**config.mk**
```make
export PLATFORM = sky130hd
export DESIGN_NAME = sel_mux_pipe
export DESIGN_NICKNAME = d
export VERILOG_FILES = /design/src/rtl/sel_mux_pkg.sv /design/src/rtl/sel_mux_pipe_nway_mux.sv /design/src/rtl/sel_mux_pipe.sv
export SDC_FILE = /design/constraint.sdc
export NUM_CORES = 1
export LEC_CHECK = 0
export CAP_MARGIN = 20
export CORE_MARGIN = 2
export CORE_UTILIZATION = 46
export DETAILED_ROUTE_END_ITERATION = 7
export PLACE_DENSITY = 0.87
export SLEW_MARGIN = 20
export SYNTH_ARGS = -nofsm -noshare
export SYNTH_HDL_FRONTEND = slang
export SYNTH_HIERARCHICAL = 1
export SYNTH_SLANG_ARGS = --single-unit
```
**constraint.sdc**
```tcl
create_clock -name clk -period 3.6 [get_ports clk]
set_clock_uncertainty 0.1 [all_clocks]
set_input_delay 0.72 -clock clk [delete_from_list [all_inputs] [get_ports clk]]
set_output_delay 0.72 -clock clk [all_outputs]
set_load 0.01 [all_outputs]
```
**src/rtl/sel_mux_pkg.sv**
```systemverilog
// Shared definitions for the N-way select pipeline: default sizes, pipe state
// encoding and the select-width helper.
package sel_mux_pkg;

    localparam int unsigned DEF_WIDTH = 32;
    localparam int unsigned DEF_N_IN  = 4;

    typedef enum logic [1:0] {
        ST_EMPTY = 2'd0,
        ST_ONE   = 2'd1,
        ST_FULL  = 2'd2
    } pipe_state_e;

    // Select width for n sources; at least one bit.
    function automatic int unsigned sel_w_f(input int unsigned n);
        return (n <= 2) ? 1 : $clog2(n);
    endfunction

endpackage

```
**src/rtl/sel_mux_pipe_nway_mux.sv**
```systemverilog
// Combinational N-way W-bit selector; out-of-range selects give zero data
// and raise the error flag.
module nway_mux
    import sel_mux_pkg::*;
#(
    parameter  int unsigned WIDTH = DEF_WIDTH,
    parameter  int unsigned N_IN  = DEF_N_IN,
    localparam int unsigned SEL_W = sel_w_f(N_IN)
) (
    input  logic [N_IN*WIDTH-1:0] in_data,
    input  logic [SEL_W-1:0]      sel,
    output logic [WIDTH-1:0]      comb_c,
    output logic                  err_c
);

    // One extra bit so every source index is representable next to sel.
    localparam int unsigned SEL_X = SEL_W + 1;

    logic [SEL_X-1:0] sel_ext;

    assign sel_ext = SEL_X'(sel);

    always_comb begin
        comb_c = '0;
        err_c  = 1'b1;
        for (int unsigned i = 0; i < N_IN; i++) begin
            if (sel_ext == SEL_X'(i)) begin
                comb_c = in_data[i*WIDTH +: WIDTH];
                err_c  = 1'b0;
            end
        end
    end

endmodule

```
**src/rtl/sel_mux_pipe.sv**
```systemverilog
// N-way operand selector feeding a 2-entry elastic register (main + skid)
// with valid/ready handshake and flush.
module sel_mux_pipe
    import sel_mux_pkg::*;
#(
    parameter  int unsigned WIDTH = DEF_WIDTH,
    parameter  int unsigned N_IN  = DEF_N_IN,
    localparam int unsigned SEL_W = sel_w_f(N_IN)
) (
    input  logic                  clk,
    input  logic                  rst,
    input  logic [N_IN*WIDTH-1:0] in_data,
    input  logic [SEL_W-1:0]      sel,
    input  logic                  in_valid,
    output logic                  in_ready,
    input  logic                  flush,
    output logic [WIDTH-1:0]      out_data,
    output logic                  out_err,
    output logic                  out_valid,
    input  logic                  out_ready
);

    pipe_state_e      state_q;
    pipe_state_e      state_d;

    logic [WIDTH-1:0] main_data_q;
    logic             main_err_q;
    logic [WIDTH-1:0] skid_data_q;
    logic             skid_err_q;

    logic [WIDTH-1:0] comb_c;
    logic             err_c;

    logic             accept_c;
    logic             pop_c;
    logic             load_main_new_c;
    logic             load_main_skid_c;
    logic             load_skid_c;

    nway_mux #(
        .WIDTH (WIDTH),
        .N_IN  (N_IN)
    ) u_mux (
        .in_data (in_data),
        .sel     (sel),
        .comb_c  (comb_c),
        .err_c   (err_c)
    );

    // Ready comes from registered occupancy only, never from out_ready.
    assign in_ready  = (state_q != ST_FULL) & ~rst;
    assign out_valid = (state_q != ST_EMPTY);
    assign out_data  = main_data_q;
    assign out_err   = main_err_q;

    assign accept_c  = in_valid & in_ready;
    assign pop_c     = out_valid & out_ready;

    // State register.
    always_ff @(posedge clk) begin
        if (rst) begin
            state_q <= ST_EMPTY;
        end else begin
            state_q <= state_d;
        end
    end

    // Next-state logic; flush forces EMPTY and wins over any accept.
    always_comb begin
        state_d = state_q;
        if (flush) begin
            state_d = ST_EMPTY;
        end else begin
            unique case (state_q)
                ST_EMPTY: begin
                    if (accept_c) state_d = ST_ONE;
                end
                ST_ONE: begin
                    if (accept_c && !pop_c)      state_d = ST_FULL;
                    else if (!accept_c && pop_c) state_d = ST_EMPTY;
                end
                ST_FULL: begin
                    if (pop_c) state_d = ST_ONE;
                end
                default: state_d = ST_EMPTY;
            endcase
        end
    end

    // Storage load enables per state.
    always_comb begin
        load_main_new_c  = 1'b0;
        load_main_skid_c = 1'b0;
        load_skid_c      = 1'b0;
        if (!flush) begin
            unique case (state_q)
                ST_EMPTY: begin
                    load_main_new_c = accept_c;
                end
                ST_ONE: begin
                    load_main_new_c = accept_c & pop_c;
                    load_skid_c     = accept_c & ~pop_c;
                end
                ST_FULL: begin
                    load_main_skid_c = pop_c;
                end
                default: begin
                    load_main_new_c = 1'b0;
                end
            endcase
        end
    end

    // Entry payloads; main is left untouched on flush so out_data holds.
    always_ff @(posedge clk) begin
        if (rst) begin
            main_data_q <= '0;
            main_err_q  <= 1'b0;
            skid_data_q <= '0;
            skid_err_q  <= 1'b0;
        end else begin
            if (load_main_new_c) begin
                main_data_q <= comb_c;
                main_err_q  <= err_c;
            end else if (load_main_skid_c) begin
                main_data_q <= skid_data_q;
                main_err_q  <= skid_err_q;
            end
            if (load_skid_c) begin
                skid_data_q <= comb_c;
                skid_err_q  <= err_c;
            end
        end
    end

endmodule
```
==> flow_summary.ini <==
[worst_hold_path]
hold_start = out_data[19]
hold_depth = 2
hold_path_end = out_data[19]
hold_path.class = flip-flop to flip-flop

[layout]
stdcell_count = 616
layout.nets = 641
utilization = 0.689
diodes = 0
drive_gt1_frac = 0.172
area_growth_pct = 45.4

[global_route]
antenna_found_initial = 0
grt_usage = 0.242
grt_max_degree = 67
grt-ovfl-total = 0
grt_first_pass_wirelength_um = 17500
grt_pass1_vias = 3615

[setup_path]
r2r_slack_ns = 1.52
required_ns = 3.69
path_buf_inv = 2
path_cells = clkdlybuf4s50_1 -> nand2b_2 -> buf_4 -> a32oi_1 -> a21oi_1
reg2reg_depth = 4
cp_slowest_cell = nand2b_2
critPathArrivalTime_ns = 2.73
rr_startpoint = state_q[0]
r2r-end = out_data[30]
end_kind = flip-flop
cp-start-kind = primary input
cp_max_fo = 46
worstSetupPathType = primary input to flip-flop
cpPeakStageDelay_ns = 0.67
path_delay_family = buffers and inverters

[clock_tree]
cts_buffers = 9
cts-htree-levels = 3
cts_hold_buffers = 0
cts_tree = built
cts-root-buf = clkbuf_8
clk_pin_slew_ns = 0.07
clk_path_buf_depth = 2
cts.sinks = 68
clk_latency_ns = 0.34
ctsResizeCount = 0
cts_setup_buffers = 0

[synthesis]
synth_cell_types = 30
yosys_warnings = 6
syn_area_per_cell_sq_um = 10.5
syn-cell-area_sq_um = 3890
synthCells = 371
synth_seq_cells = 68
syn_nets = 506
seq_area_frac_synth = 0.350

[placement]
port_buffers = 169
dp.cells = 600
place_hpwl_um = 7940
globalplace.congestion = 0.748

[sta]
hold_viol = 0
slew_violations = 0
slew_headroom = 0.448
setup_viol_count_final = 0
post-route-period-util = 0.732
worst_pin_slew_ns = 0.828
period_needed_ns = 2.64
rsz0062_at_grt = no
setup_tns_ns = 0
fmax_mhz = 379

[die]
die_h_um = 96.0
fp.dieW_um = 96.0
core-area_sq_um = 8220
dieArea_sq_um = 9210
ioPinCount = 170
start_util = 0.474
rows = 33

[routing]
first_iter_violations = 208
drc_errors = 0
via_per_inst = 6.00
routed_wl_um = 11400
dr.pass1.iters = 4
dr_total_vias = 3696
ant_nets = 0
wl_per_cell_um = 18.5

[pwr]
peakVddDrop_mv = 0.179
powerDensity_nw_per_um2 = 299
power_leakage_uw = 0.00175

[flow_run]
cap_violations = 0

[status]
status = finished clean
-- final cells by class --
| cell class | instances | area [sq um] |
|---|---|---|
| Multi-Input combinational cell | 250 | 2240 |
| Timing Repair Buffer | 177 | 1760 |
| Clock inverter | 2 | 10.0 |
| Clock buffer | 14 | 153 |
| Sequential cell | 68 | 1360 |
| Fill cell | 642 | 2560 |
| Tap cell | 105 | 131 |
-- cells by family (layout without fill, tap and decap cells) --
logic type	Yosys count	after routing	synth area share
AO/OA/AOI/OAI	168	168	0.305
buffers and inverters	53	193	0.0839
flip-flops	68	68	0.350
multiplexers	33	33	0.190
other	1	1	0.000964
AND/OR/NAND/NOR	48	48	0.0711
-- state kept, by name (all words and copies together), names as in the netlist --
register and flops:
out_data 32, skid_data_q 32, skid_err_q 1, out_err 1
state_q 2
-- Yosys cell counts (all sizes together) --
master,count,area share
nand4bb,1,0.0029
nand2,1,0.00096
mux4,32,0.19
o21a,1,0.0019
or2,1,0.0016
dfxtp,68,0.35
conb,1,0.00096
nor2,3,0.0029
or4b,1,0.0035
nand2b,1,0.0016
a32oi,33,0.074
nand3,33,0.042
nor4,1,0.0016
o21ai,33,0.042
or3b,1,0.0023
clkbuf,21,0.020
nor2b,3,0.0048
nor4bb,1,0.0026
mux2i,1,0.0026
a21oi,68,0.087
buf,32,0.064
nor4b,1,0.0039
o211ai,33,0.098
-- layout by cell type (no fill, tap or decap) --
cell             count
or2_2                1
a21oi_1             68
o21ai_0             22
clkbuf_1             4
nor4_1               1
nand2b_2             1
clkbuf_8            10
mux4_2              30
or3b_2               1
mux4_1               2
o211ai_1             6
nand4bb_2            1
nand3_1             33
buf_12               2
dfxtp_1             68
conb_1               1
nor4bb_4             1
a32oi_1             33
nor4b_4              1
nor2b_1              2
o211ai_2            27
o21a_1               1
mux2i_1              1
clkdlybuf4s50_1    166
nor2_1               3
or4b_4               1
nand2_1              1
buf_2                3
clkinv_2             2
buf_4                6
nor2b_4              1
o21ai_1             11
-- metrics by stage --
step	total power (uW)	cell area, sq um	hold slack, ns	setup slack, ns
6_report	1690	5660	0.373	0.963
5_1_grt	1760	5660	0.391	0.825
4_1_cts	1700	5660	0.375	1.01
3_5_place_dp	1180	5500	0.363	0.654
3_3_place_gp	1170	5500	0.360	0.746
2_1_floorplan	976	3890	0.354	1.43
-- power by group --
group          leakage (uW)  internal (uW)  switching, uW
Sequential         0.000550            769           13.4
Clock             0.0000844            268            265
Combinational       0.00112            237            142
-- worst register-to-register path: stages, from the launching register on --
cell      delay, ns
dfxtp_1        0.53
nand2b_2       0.54
buf_4          0.41
a32oi_1        0.26
a21oi_1        0.10
-- per-layer routing --
layer | track usage | vias to the layer above | share of wire | wire, um
li1 | - | 1748 | - | -
met1 | 0.304 | 1779 | 0.40 | 4580
met2 | 0.421 | 153 | 0.52 | 5920
met3 | 0.0313 | 16 | 0.061 | 699
met4 | 0.0964 | 0 | 0.018 | 211
met5 | 0 | - | 0 | 0
-- worst max-delay path by stage --
stage               depth (start not counted)  slack (ns)      endpoint  startpoint
floorplan                                   3        1.43      in_ready         rst
global route                                5        0.83  out_data[30]   out_ready
finish                                      5        0.96  out_data[30]   out_ready
CTS                                         5        1.01  out_data[24]   out_ready
detailed placement                          5        0.65  out_data[30]   out_ready
global placement                            5        0.75  out_data[30]   out_ready
No activity file was read; power rests on OpenSTA's default activity.
